===== config.mk =====
export PLATFORM = sky130hd
export DESIGN_NAME = brq_mdu_flat
export DESIGN_NICKNAME = d
export VERILOG_FILES = /design/src/rtl/brq_mdu_if.sv /design/src/rtl/brq_mdu.sv /design/src/flat_wrapper.sv
export SDC_FILE = /design/constraint.sdc
export NUM_CORES = 1
export LEC_CHECK = 0
export ABC_AREA = 1
export CAP_MARGIN = 10
export CORE_ASPECT_RATIO = 1.25
export CORE_UTILIZATION = 50
export CTS_CLUSTER_DIAMETER = 150
export DETAILED_ROUTE_END_ITERATION = 12
export HOLD_SLACK_MARGIN = 0.02
export MAX_ROUTING_LAYER = met4
export PLACE_DENSITY_LB_ADDON = 0.12
export SLEW_MARGIN = 20
export SYNTH_ARGS = -nofsm -noshare
export SYNTH_HDL_FRONTEND = slang
export SYNTH_SLANG_ARGS = --single-unit

===== constraint.sdc =====
create_clock -name brq_clk -period 6.91 [get_ports brq_clk]
set_input_delay 2.073 -clock brq_clk [delete_from_list [all_inputs] [get_ports brq_clk]]
set_output_delay 2.073 -clock brq_clk [all_outputs]
set_load 0.02 [all_outputs]

===== src/rtl/brq_mdu_if.sv =====
// Request/response bundle between the execute stage and the iterative multiply/divide unit.
// The requester (master) drives the request side; the MDU (slave) drives busy/done/result.
interface brq_mdu_if #(
  parameter int DataWidth    = 32,
  parameter int RegAddrWidth = 5
);
  logic                    mdu_start;
  logic [2:0]              mdu_op;
  logic [DataWidth-1:0]    mdu_src_a;
  logic [DataWidth-1:0]    mdu_src_b;
  logic [RegAddrWidth-1:0] mdu_addr_dst;
  logic                    mdu_kill;
  logic                    mdu_busy;
  logic                    mdu_done;
  logic [DataWidth-1:0]    mdu_result;
  logic [RegAddrWidth-1:0] mdu_addr_out;
  logic                    mdu_regfile_en;

  modport master (
    output mdu_start, mdu_op, mdu_src_a, mdu_src_b, mdu_addr_dst, mdu_kill,
    input  mdu_busy, mdu_done, mdu_result, mdu_addr_out, mdu_regfile_en
  );

  modport slave (
    input  mdu_start, mdu_op, mdu_src_a, mdu_src_b, mdu_addr_dst, mdu_kill,
    output mdu_busy, mdu_done, mdu_result, mdu_addr_out, mdu_regfile_en
  );
endinterface


===== src/rtl/brq_mdu.sv =====
// Iterative radix-2 multiply/divide unit for the RV32 M extension.
// One shift-add (multiply) or restoring shift-subtract (divide) step per clock.
module brq_mdu #(
  parameter int DataWidth    = 32,
  parameter int RegAddrWidth = 5
) (
  input logic       brq_clk,
  input logic       brq_rst,
  brq_mdu_if.slave  bus
);

  localparam int CntW = $clog2(DataWidth);
  localparam logic [CntW-1:0]        CntLast = CntW'(DataWidth - 1);
  localparam logic [CntW-1:0]        CntOne  = CntW'(1);
  localparam logic [DataWidth-1:0]   MinNeg  = {1'b1, {(DataWidth-1){1'b0}}};
  localparam logic [DataWidth-1:0]   One     = DataWidth'(1);
  localparam logic [2*DataWidth-1:0] One2    = (2*DataWidth)'(1);

  typedef enum logic [2:0] {IDLE, PREP, CALC, FIX, DONE} state_e;

  state_e                  state_q, state_d;
  logic [2:0]              op_q;
  logic [DataWidth-1:0]    a_q, b_q, opnd_q;
  logic [RegAddrWidth-1:0] dst_q;
  logic                    neg_q;
  logic [CntW-1:0]         cnt_q;
  logic [2*DataWidth-1:0]  acc_q;
  logic [DataWidth-1:0]    result_q;
  logic [RegAddrWidth-1:0] addr_out_q;

  function automatic logic [DataWidth-1:0] neg_w(input logic [DataWidth-1:0] v);
    return ~v + One;
  endfunction

  function automatic logic [2*DataWidth-1:0] neg_2w(input logic [2*DataWidth-1:0] v);
    return ~v + One2;
  endfunction

  function automatic logic [DataWidth-1:0] mag(input logic [DataWidth-1:0] v, input logic is_signed);
    return (is_signed && v[DataWidth-1]) ? neg_w(v) : v;
  endfunction

  // Request decode and divide early-out detection on the live ports
  logic                 accept, b_zero, div_ovf, early;
  logic [DataWidth-1:0] early_res;

  always_comb begin
    accept    = (state_q == IDLE) && bus.mdu_start && !bus.mdu_kill;
    b_zero    = (bus.mdu_src_b == '0);
    div_ovf   = (bus.mdu_src_a == MinNeg) && (bus.mdu_src_b == '1) && !bus.mdu_op[0];
    early     = bus.mdu_op[2] && (b_zero || div_ovf);
    early_res = '0;
    if (b_zero)
      early_res = bus.mdu_op[1] ? bus.mdu_src_a : '1;
    else
      early_res = bus.mdu_op[1] ? '0 : MinNeg;
  end

  // Operand signedness of the captured op
  logic sgn_a, sgn_b, neg_a, neg_b;

  always_comb begin
    sgn_a = (op_q == 3'd1) || (op_q == 3'd2) || (op_q == 3'd4) || (op_q == 3'd6);
    sgn_b = (op_q == 3'd1) || (op_q == 3'd4) || (op_q == 3'd6);
    neg_a = sgn_a && a_q[DataWidth-1];
    neg_b = sgn_b && b_q[DataWidth-1];
  end

  // One radix-2 step; divide keeps remainder in the high half, quotient shifts into the low half
  logic [DataWidth:0]     mul_sum, rem_ext, diff;
  logic [2*DataWidth-1:0] step_acc;

  always_comb begin
    mul_sum  = {1'b0, acc_q[2*DataWidth-1:DataWidth]} + (acc_q[0] ? {1'b0, opnd_q} : '0);
    rem_ext  = acc_q[2*DataWidth-1:DataWidth-1];
    diff     = rem_ext - {1'b0, opnd_q};
    step_acc = '0;
    if (!op_q[2])
      step_acc = {mul_sum, acc_q[DataWidth-1:1]};
    else if (diff[DataWidth])
      step_acc = {rem_ext[DataWidth-1:0], acc_q[DataWidth-2:0], 1'b0};
    else
      step_acc = {diff[DataWidth-1:0], acc_q[DataWidth-2:0], 1'b1};
  end

  // Sign fix-up and result select
  logic [2*DataWidth-1:0] prod;
  logic [DataWidth-1:0]   div_sel, fix_res;

  always_comb begin
    prod    = neg_q ? neg_2w(acc_q) : acc_q;
    div_sel = op_q[1] ? acc_q[2*DataWidth-1:DataWidth] : acc_q[DataWidth-1:0];
    if (op_q[2])
      fix_res = neg_q ? neg_w(div_sel) : div_sel;
    else if (op_q[1:0] == 2'd0)
      fix_res = prod[DataWidth-1:0];
    else
      fix_res = prod[2*DataWidth-1:DataWidth];
  end

  always_ff @(posedge brq_clk) begin
    if (brq_rst) state_q <= IDLE;
    else         state_q <= state_d;
  end

  always_comb begin
    state_d = state_q;
    case (state_q)
      IDLE:    if (accept) state_d = early ? DONE : PREP;
      PREP:    state_d = bus.mdu_kill ? IDLE : CALC;
      CALC:    if (bus.mdu_kill)        state_d = IDLE;
               else if (cnt_q == CntLast) state_d = FIX;
      FIX:     state_d = bus.mdu_kill ? IDLE : DONE;
      DONE:    state_d = IDLE;
      default: state_d = IDLE;
    endcase
  end

  // Capture -> prepare magnitudes -> iterate
  always_ff @(posedge brq_clk) begin
    case (state_q)
      IDLE: if (accept) begin
        op_q  <= bus.mdu_op;
        a_q   <= bus.mdu_src_a;
        b_q   <= bus.mdu_src_b;
        dst_q <= bus.mdu_addr_dst;
      end
      PREP: begin
        neg_q  <= (op_q[2] && op_q[1]) ? neg_a : (neg_a ^ neg_b);
        opnd_q <= op_q[2] ? mag(b_q, sgn_b) : mag(a_q, sgn_a);
        acc_q  <= {{DataWidth{1'b0}}, op_q[2] ? mag(a_q, sgn_a) : mag(b_q, sgn_b)};
        cnt_q  <= '0;
      end
      CALC: begin
        acc_q <= step_acc;
        if (cnt_q != CntLast) cnt_q <= cnt_q + CntOne;
      end
      default: ;
    endcase
  end

  // Architectural result: only written on completion, so a kill leaves it untouched
  always_ff @(posedge brq_clk) begin
    if (brq_rst) begin
      result_q   <= '0;
      addr_out_q <= '0;
    end else if (accept && early) begin
      result_q   <= early_res;
      addr_out_q <= bus.mdu_addr_dst;
    end else if (state_q == FIX && !bus.mdu_kill) begin
      result_q   <= fix_res;
      addr_out_q <= dst_q;
    end
  end

  assign bus.mdu_busy       = (state_q != IDLE);
  assign bus.mdu_done       = (state_q == DONE);
  assign bus.mdu_regfile_en = (state_q == DONE);
  assign bus.mdu_result     = result_q;
  assign bus.mdu_addr_out   = addr_out_q;

endmodule


===== src/flat_wrapper.sv =====
// flat-port wrapper written by rule: the top's interface ports become plain ports
module brq_mdu_flat 
#(
  parameter int DataWidth    = 32,
  parameter int RegAddrWidth = 5
)
  (brq_clk, brq_rst, bus_mdu_start, bus_mdu_op, bus_mdu_src_a, bus_mdu_src_b, bus_mdu_addr_dst, bus_mdu_kill, bus_mdu_busy, bus_mdu_done, bus_mdu_result, bus_mdu_addr_out, bus_mdu_regfile_en);
  brq_mdu_if #(.DataWidth(DataWidth), .RegAddrWidth(RegAddrWidth)) bus_i ();
  input logic brq_clk;
  input logic brq_rst;
  input wire logic [$bits(bus_i.mdu_start)-1:0] bus_mdu_start;
  input wire logic [$bits(bus_i.mdu_op)-1:0] bus_mdu_op;
  input wire logic [$bits(bus_i.mdu_src_a)-1:0] bus_mdu_src_a;
  input wire logic [$bits(bus_i.mdu_src_b)-1:0] bus_mdu_src_b;
  input wire logic [$bits(bus_i.mdu_addr_dst)-1:0] bus_mdu_addr_dst;
  input wire logic [$bits(bus_i.mdu_kill)-1:0] bus_mdu_kill;
  output wire logic [$bits(bus_i.mdu_busy)-1:0] bus_mdu_busy;
  output wire logic [$bits(bus_i.mdu_done)-1:0] bus_mdu_done;
  output wire logic [$bits(bus_i.mdu_result)-1:0] bus_mdu_result;
  output wire logic [$bits(bus_i.mdu_addr_out)-1:0] bus_mdu_addr_out;
  output wire logic [$bits(bus_i.mdu_regfile_en)-1:0] bus_mdu_regfile_en;
  assign bus_i.mdu_start = bus_mdu_start;
  assign bus_i.mdu_op = bus_mdu_op;
  assign bus_i.mdu_src_a = bus_mdu_src_a;
  assign bus_i.mdu_src_b = bus_mdu_src_b;
  assign bus_i.mdu_addr_dst = bus_mdu_addr_dst;
  assign bus_i.mdu_kill = bus_mdu_kill;
  assign bus_mdu_busy = bus_i.mdu_busy;
  assign bus_mdu_done = bus_i.mdu_done;
  assign bus_mdu_result = bus_i.mdu_result;
  assign bus_mdu_addr_out = bus_i.mdu_addr_out;
  assign bus_mdu_regfile_en = bus_i.mdu_regfile_en;
  brq_mdu #(.DataWidth(DataWidth), .RegAddrWidth(RegAddrWidth)) u_core (.brq_clk(brq_clk), .brq_rst(brq_rst), .bus(bus_i));
endmodule

==> metrics.md, run 1 <==
| Metric | Value |
|---|---|
| Register Area | 6030 um^2 |
| Layout area overhead | 10.9% |
| Buffers on Ports | 115 |
| Fillers | 3861 |
| Period utilization | 72.4% |
| Worst reg2reg path depth | 18 |
| Detailed Route WL | 91.0 mm |
| Finish-stage setup viols | 0 |
| Vias in the first global route | 21822 |
| Critical Path Start Type | input port |
| Syn Nets | 3358 |
| Die width | 181 um |
| CP max stage cell | clkdlybuf4s50_1 |
| Area occupied by multi-input gates | 12200 um^2 |
| Kind of critical path | input port to register |
| Worst path required time | 7.37 ns |
| Vias/cell | 6.08 |
| Vias post-DR | 22945 |
| GP Congestion | 1.13 |
| Die Y | 226 um |
| Switching Share | 41.1% |
| HP Start | u_core.bus.mdu_result[17] |
| Cell mode on critical path | nand2_1 |
| Clock power frac | 28.1% |
| Register area share after synthesis | 30.0% |
| GRT Resource Usage Total | 45.3% |
| RSZ-0062 raised after global routing | false |
| Post-synthesis compound-gate area fraction | 16.1% |
| Post-Synth Adder-Cell Area | 4.55% |
| Relative slew slack | 23.2% |
| Die footprint | 41100 um^2 |
| CP bufs+invs | 6 |
| Synthesized cell area | 20100 um^2 |
| CTS sink cnt | 214 |
| Synthesized instance count | 3210 |
| DRT Pass-1 Iters | 6 |
| Post CTS Setup Buffer Count | 0 |
| Synthesis Warnings | 0 |
| Post-detail-place hpwl | 72.4 mm |
| Net count, final | 3405 |
| Initial core utilization | 51.0% |
| I/O Pins | 116 |
| Seq pwr share | 36.1% |
| Hold Path Class | register to register |
| Worst setup EP type | register |
| Crit path max-delay family | buffers and inverters |
| Critical path cell sequence | clkdlybuf4s50_1, nor2_1, nand2_1, nor2_1, nand3_1, nor2_2, buf_4, inv_2, nand2_1, nand3_2, buf_4, nand2_1, buf_4, inv_1, nand2_1, a21oi_1 |
| Fmax | 200 MHz |
| Leakage | 0.0100 uW |
| Hold buffer count at cts | 0 |
| Inserted Diodes | 0 |
| Post-synthesis mux area share | 0.199% |
| Core Region | 39400 um^2 |
| CP peak stage delay | 0.56 ns |
| Worst R2R Start | u_core.acc_q[31] |
| PwrDens | 211 nW/um^2 |
| Initial antenna violation count | 0 |
| Reg clk slew, reported paths | 0.06 ns |
| Routed wire per std cell | 24.1 um |
| Row cnt | 81 |
| Post-synthesis simple-gate area fraction | 35.8% |
| Overflow after GRT | 0 |
| Hold path depth | 2 |
| Largest net degree at the start of global routing | 108 |
| Asr flop ratio synth | 0% |
| Clk Tree Root Cell | clkbuf_16 |
| H-tree levels | 1 |
| Peak VDD IR | 245 uV |
| Cts repair resizes | 0 |
| CP Max Fanout | 58 |
| Clock skew | 0.0162 ns |
| Max Cap Viol | 0 |
| First-pass GRT wire length | 133 mm |
| CTS tree | built |
| WHS Endpoint | u_core.bus.mdu_result[17] |
| Total Power | 4700 uW |
| Crit Reg-Reg Endpoint | u_core.acc_q[60] |
| Worst Max-Slew Pin Slew | 1.14 ns |
| Final min period | 5.01 ns |
| Logic pwr share | 35.8% |
| Max clock buf depth | 3 |
| Synth Flop Type | edfxtp_1 |
| Yosys cell types | 56 |
| DRT antenna net count | 0 |
| Outcome | finished clean |
| Yosys reg bits | 214 |
| P_int | 2770 uW |
| WP depth | 16 |
| Fin. Hold Viols | 0 |
| Flop2flop setup slack | 2.59 ns |
| Final setup TNS | 0 ns |
| Xor-xnor portion of the synthesized cell area | 3.79% |
| CP arrival | 5.46 ns |
| DRT iter0 DRCs | 2592 |
| DRC Markers | 0 |
| CTS buffer count | 23 |
| EDFF count, synth | 174 |
| Sw Pwr | 1930 uW |
| Syn Area/Cell | 6.27 um^2 |
| Slew Viols, Final | 0 |
| Layout cell share with drive strength beyond 1 | 3.18% |
| Main combinational cell family by area after synthesis | simple AND/OR/NAND/NOR gates |
| Clk_lat worst skew | 0.55 ns |
[worst max path at each step]
| stage | from | end | slack (ns) |
|---|---|---|---|
| floorplan | bus_mdu_kill | u_core.bus.mdu_addr_out[0] | 2.09 |
| global placement | bus_mdu_src_b[31] | u_core.bus.mdu_result[15] | 1.68 |
| detailed placement | bus_mdu_src_b[30] | u_core.bus.mdu_result[3] | 1.51 |
| CTS | bus_mdu_src_b[30] | u_core.bus.mdu_result[3] | 2.02 |
| global route | bus_mdu_src_b[30] | u_core.bus.mdu_addr_out[3] | 1.74 |
| finish | bus_mdu_src_b[24] | u_core.bus.mdu_result[3] | 1.90 |
[worst min-delay path: cells and delay by family (launching register included)]
family / cells / cell delay [ns]
AND/OR/NAND/NOR: 1 / 0.06
AO/OA/AOI/OAI: 1 / 0.05
flip-flops: 1 / 0.31
[per-stage QoR]
stage               utilization [%]  cells  hold WS (ns)  setup slack, ns  area (um^2)
finish                         56.6   3772         0.473             1.90        22300
global route                   56.6   3772         0.484             1.74        22300
CTS                            56.6   3772         0.469             2.02        22300
detailed placement             54.6   3730         0.460             1.51        21500
global placement               54.6   3730         0.455             1.68        21500
floorplan                         -   3210         0.514             2.09        20100
[cell families (layout without fill, tap and decap cells)]
| group | after synthesis | in the layout |
|---|---|---|
| compound gates | 603 | 603 |
| xor+xnor | 87 | 87 |
| fa+ha+maj | 72 | 72 |
| buf+inv | 488 | 552 |
| flops | 214 | 214 |
| mux | 4 | 4 |
| simple gates | 1742 | 1742 |
[sequential cells by signal, indices dropped and copies added, names as in the netlist]
name                     cells
u_core.acc_q                64
u_core.a_q                  32
u_core.b_q                  32
u_core.bus.mdu_result       32
u_core.opnd_q               32
u_core.bus.mdu_addr_out      5
u_core.cnt_q                 5
u_core.dst_q                 5
u_core.op_q                  3
u_core.state_q               3
u_core.neg_q                 1
[Yosys cell counts, types with 3 or more instances]
cell type	n	area, um^2
a21oi_1	218	1090
nand2_2	6	37.5
o21ai_0	264	1320
dfxtp_1	40	801
clkbuf_1	66	248
edfxtp_1	174	5230
a21o_1	7	52.6
o31ai_1	4	30.0
xnor2_1	21	184
nor2_1	420	1580
nand4_1	50	313
inv_1	366	1370
o211ai_1	17	128
a21oi_2	3	26.3
o21bai_1	8	60.1
a31oi_1	19	119
mux2i_1	4	40.0
buf_4	6	45.0
nand3b_1	12	90.1
clkinv_1	3	11.3
buf_2	15	75.1
o21a_1	8	60.1
o21ai_1	36	180
o22ai_1	4	25.0
nand3_1	241	1210
nor3_1	42	210
xor2_1	66	578
inv_2	7	26.3
buf_6	6	67.6
ha_1	70	876
o21ai_2	8	70.1
buf_1	15	56.3
nand2_1	937	3520
nor4_1	4	25.0
nor2_2	10	62.6
nand3_2	3	30.0
and2_1	4	25.0
[cells in the final DEF (no fill, tap or decap), drive strengths merged, types with 4 or more instances in the layout]
cell type / synthesis / routed
nand2: 943 / 943
nor2: 432 / 432
inv: 374 / 377
o21ai: 309 / 309
nand3: 244 / 244
a21oi: 221 / 221
edfxtp: 174 / 174
clkdlybuf4s50: 0 / 115
ha: 70 / 70
xor2: 66 / 66
nand4: 51 / 51
nor3: 43 / 43
dfxtp: 40 / 40
clkbuf: 67 / 28
xnor2: 21 / 21
a31oi: 19 / 19
buf: 44 / 18
o211ai: 17 / 17
nand3b: 12 / 12
clkinv: 3 / 10
o21a: 8 / 8
o21bai: 8 / 8
a21o: 7 / 7
nor4: 4 / 4
and2: 4 / 4
o31ai: 4 / 4
mux2i: 4 / 4
o22ai: 4 / 4
or2: 4 / 4
[cell type report]
type                    instances  share of cell area (%)
multi-input cells            2508                    54.5
flip-flops and latches        214                    27.0
inverters                     377                    6.35
repair buffers                133                    5.82
clock buffers                  28                    2.80
well taps                     498                    2.79
clock inverters                14                   0.729
[power groups by stage]
stage / Sequential [uW] / Clock, uW / Combinational, uW
2_1_floorplan: 1620 / 0 / 1070
3_3_place_gp: 1710 / 0 / 1590
3_5_place_dp: 1710 / 0 / 1610
4_1_cts: 1680 / 1310 / 1620
5_1_grt: 1690 / 1360 / 1810
6_report: 1700 / 1320 / 1680
[metal layers]
| metal | track usage, % | up-vias | share of wire [%] |
|---|---|---|---|
| li1 | - | 10658 | - |
| met1 | 47.2 | 10480 | 34 |
| met2 | 76.8 | 1389 | 48 |
| met3 | 5.89 | 418 | 8.2 |
| met4 | 37.7 | 0 | 9.8 |
| met5 | - | - | 0 |
No activity file was read; power rests on OpenSTA's default activity.
==> run 2: changes to the inputs <==
==> constraint.sdc (replaced) <==
create_clock -name brq_clk -period 4.3 [get_ports brq_clk]
set_input_delay 1.29 -clock brq_clk [delete_from_list [all_inputs] [get_ports brq_clk]]
set_output_delay 1.29 -clock brq_clk [all_outputs]
set_load 0.02 [all_outputs]
==> run 2 against run 1 <==
Routed wire length is 0.69% higher. Die area stayed put. Largest cell class unchanged. Utilization is 0.49 points higher. Highest routed layer unchanged. Global-route usage is 0.23 points higher.
==> metrics.md, run 2 (same netlist as run 1, synthesis figures left out) <==
| Metric | Value |
|---|---|
| Routed wire per std cell | 24.1 um (about the same) |
| Cts repair resizes | 0 (unchanged) |
| CP arrival | 4.28 ns (-1.18 ns) |
| First-pass GRT wire length | 133 mm (+0.28%) |
| Die footprint | 41100 um^2 (unchanged) |
| Hold path depth | 2 (unchanged) |
| Hold Path Class | register to register |
| Critical Path Start Type | register |
| Grt met3 use | 6.62% (+0.72 points) |
| Fin area | 22500 um^2 (+0.86%) |
| Inst Count DP | 3755 (+0.67%) |
| Net count, final | 3430 (+0.73%) |
| WHS Endpoint | u_core.bus.mdu_result[14] |
| DRT iter0 DRCs | 2813 (+8.5%) |
| CTS sink cnt | 214 (unchanged) |
| Reg clk slew, reported paths | 0.07 ns (about the same) |
| Die Y | 226 um (unchanged) |
| Register Area | 6030 um^2 (unchanged) |
| Worst R2R Start | u_core.acc_q[32] |
| Worst setup EP type | register |
| DRC Markers | 0 (unchanged) |
| Layout area overhead | 11.8% |
| RSZ-0062 raised after global routing | false |
| Largest net degree at the start of global routing | 107 (-0.93%) |
| Fmax | 249 MHz |
| Clk Tree Root Cell | clkbuf_16 |
| Register with the most flip-flops | u_core.acc_q |
| Most common cell after layout, fill and taps aside | nand2_1 |
| DRT Pass-1 Iters | 8 (+2) |
| Overflow after GRT | 0 (unchanged) |
| Max clock buf depth | 3 (unchanged) |
| Worst path required time | 4.57 ns (-2.80 ns) |
| GRT Resource Usage Total | 45.5% (+0.23 points) |
| Post-detail-place hpwl | 73.5 mm (+1.5%) |
| Critical path cell sequence | inv_1, fa_1, inv_1, nand2_1, o21ai_2, buf_4, a21oi_1, o21ai_0, nand2_1, nand3_1, nand2_1, inv_1, nand2_1, nand3_1, a21oi_1 |
| Die width | 181 um (unchanged) |
| Layout cell share with drive strength beyond 1 | 3.85% (+0.67 points) |
| Fillers | 3907 (+1.2%) |
| CP Max Fanout | 6 (-90%) |
| CP peak stage delay | 0.62 ns (+0.06 ns) |
| Row cnt | 81 (unchanged) |
| Inserted Diodes | 0 (unchanged) |
| H-tree levels | 1 (unchanged) |
| Commonest cells after routing, fill and taps aside | nand2_1 (936), nor2_1 (420), inv_1 (365) |
| Vias/cell | 6.14 (+0.93%) |
| Placed inst area | 21700 um^2 (+0.84%) |
| Met2 Usage GRT | 76.9% (+0.12 points) |
| Final setup TNS | 0 ns (unchanged) |
| Vias in the first global route | 22181 (+1.6%) |
| Flop2flop setup slack | 0.29 ns (-2.30 ns) |
| Worst Max-Slew Pin Slew | 1.17 ns (+0.0275 ns) |
| Clk_lat worst skew | 0.55 ns (about the same) |
| Core Region | 39400 um^2 (unchanged) |
| HP Start | u_core.bus.mdu_result[14] |
| Area occupied by multi-input gates | 12200 um^2 (about the same) |
| Vias post-DR | 23305 (+1.6%) |
| I/O Pins | 116 (unchanged) |
| Peak VDD IR | 341 uV (+39%) |
| Detailed Route WL | 91.6 mm (+0.69%) |
| Leakage | 0.0101 uW (+1.2%) |
| Non-filler instance count after layout | 3796 (+0.64%) |
| Initial antenna violation count | 0 (unchanged) |
| Finish-stage setup viols | 0 (unchanged) |
| Cell mode on critical path | nand2_1 |
| Worst reg2reg path depth | 15 (-3) |
| Crit Reg-Reg Endpoint | u_core.acc_q[62] |
| Initial core utilization | 51.0% (unchanged) |
| Buffers on Ports | 115 (unchanged) |
| GR peak layer | met2 |
| Hold Slack | 0.473 ns (+0.0000310 ns) |
| Outcome | finished clean |
| Number of flip-flops in the largest register | 64 (unchanged) |
| Kind of critical path | register to register |
| CP max stage cell | o21ai_0 |
| CTS buffer count | 23 (unchanged) |
| Max Cap Viol | 0 (unchanged) |
| Met1 Use GR | 46.4% (-0.80 points) |
| Clock skew | 0.0147 ns (-0.00150 ns) |
| Hold buffer count at cts | 0 (unchanged) |
| Final min period | 4.01 ns |
| Fin. Hold Viols | 0 (unchanged) |
| CTS tree | built |
| PwrDens | 337 nW/um^2 (+60%) |
| Post CTS Setup Buffer Count | 0 (unchanged) |
| Period utilization | 93.2% |
| DRT antenna net count | 0 (unchanged) |
| GP Congestion | 1.17 (+3.1%) |
| Relative slew slack | 22.1% (-1.0 points) |
| Slew Viols, Final | 0 (unchanged) |
[run 2: cell types whose count changed in the layout (fill, tap and decap cells not counted), moves of 2 or more]
| cell | previous run | this run |
|---|---|---|
| buf_4 | 17 | 43 |
| clkinv_2 | 4 | 0 |
| clkinv_4 | 0 | 3 |
| clkbuf_16 | 24 | 26 |
[run 2: worst max path at each step]
stage	cells after the start	startpoint	slack, ns	end
final	15	u_core.acc_q[32]	0.29	u_core.acc_q[62]
after global routing	17	u_core.acc_q[32]	0.20	u_core.acc_q[60]
after CTS	14	u_core.acc_q[32]	0.57	u_core.acc_q[0]
after detailed placement	14	bus_mdu_src_b[23]	0.20	u_core.bus.mdu_addr_out[0]
after global placement	14	bus_mdu_src_b[31]	0.42	u_core.bus.mdu_result[3]
after floorplan	10	bus_mdu_kill	0.26	u_core.bus.mdu_addr_out[0]
[run 2: per-layer routing]
| metal | vias to the layer above | share of wire [%] |
|---|---|---|
| li1 | 10716 | - |
| met1 | 10572 | 33 |
| met2 | 1580 | 48 |
| met3 | 437 | 8.9 |
| met4 | 0 | 10 |
| met5 | - | 0 |
[run 2: layout make-up]
type                       instances  area share [%]
multi-input combinational       2508            54.1
sequential                       214            26.8
timing repair buffer             158            6.55
inverter                         377            6.30
clock buffer                      29            2.99
tap                              498            2.77
clock inverter                    12           0.567
[run 2: worst max-delay path, delay by kind of cell, from the launching register on]
family / cells / cell delay [ns]
simple gates: 6 / 1.01
compound gates: 4 / 0.98
buf+inv: 4 / 0.62
flops: 1 / 0.61
fa+ha+maj: 1 / 0.51
[run 2: where the power goes]
part / switching (uW) / total [uW] / internal [uW]
combinational: 1950 / 2750 / 801
clock: 889 / 2120 / 1240
sequential: 270 / 2720 / 2450
[run 2: stage by stage]
step / worst slack, ns / power [uW] / utilization (%)
2_1_floorplan: 0.259 / 4320 / -
3_3_place_gp: 0.420 / 5330 / 55.1
3_5_place_dp: 0.195 / 5360 / 55.1
4_1_cts: 0.572 / 7470 / 57.1
5_1_grt: 0.201 / 7860 / 57.1
6_report: 0.291 / 7590 / 57.1
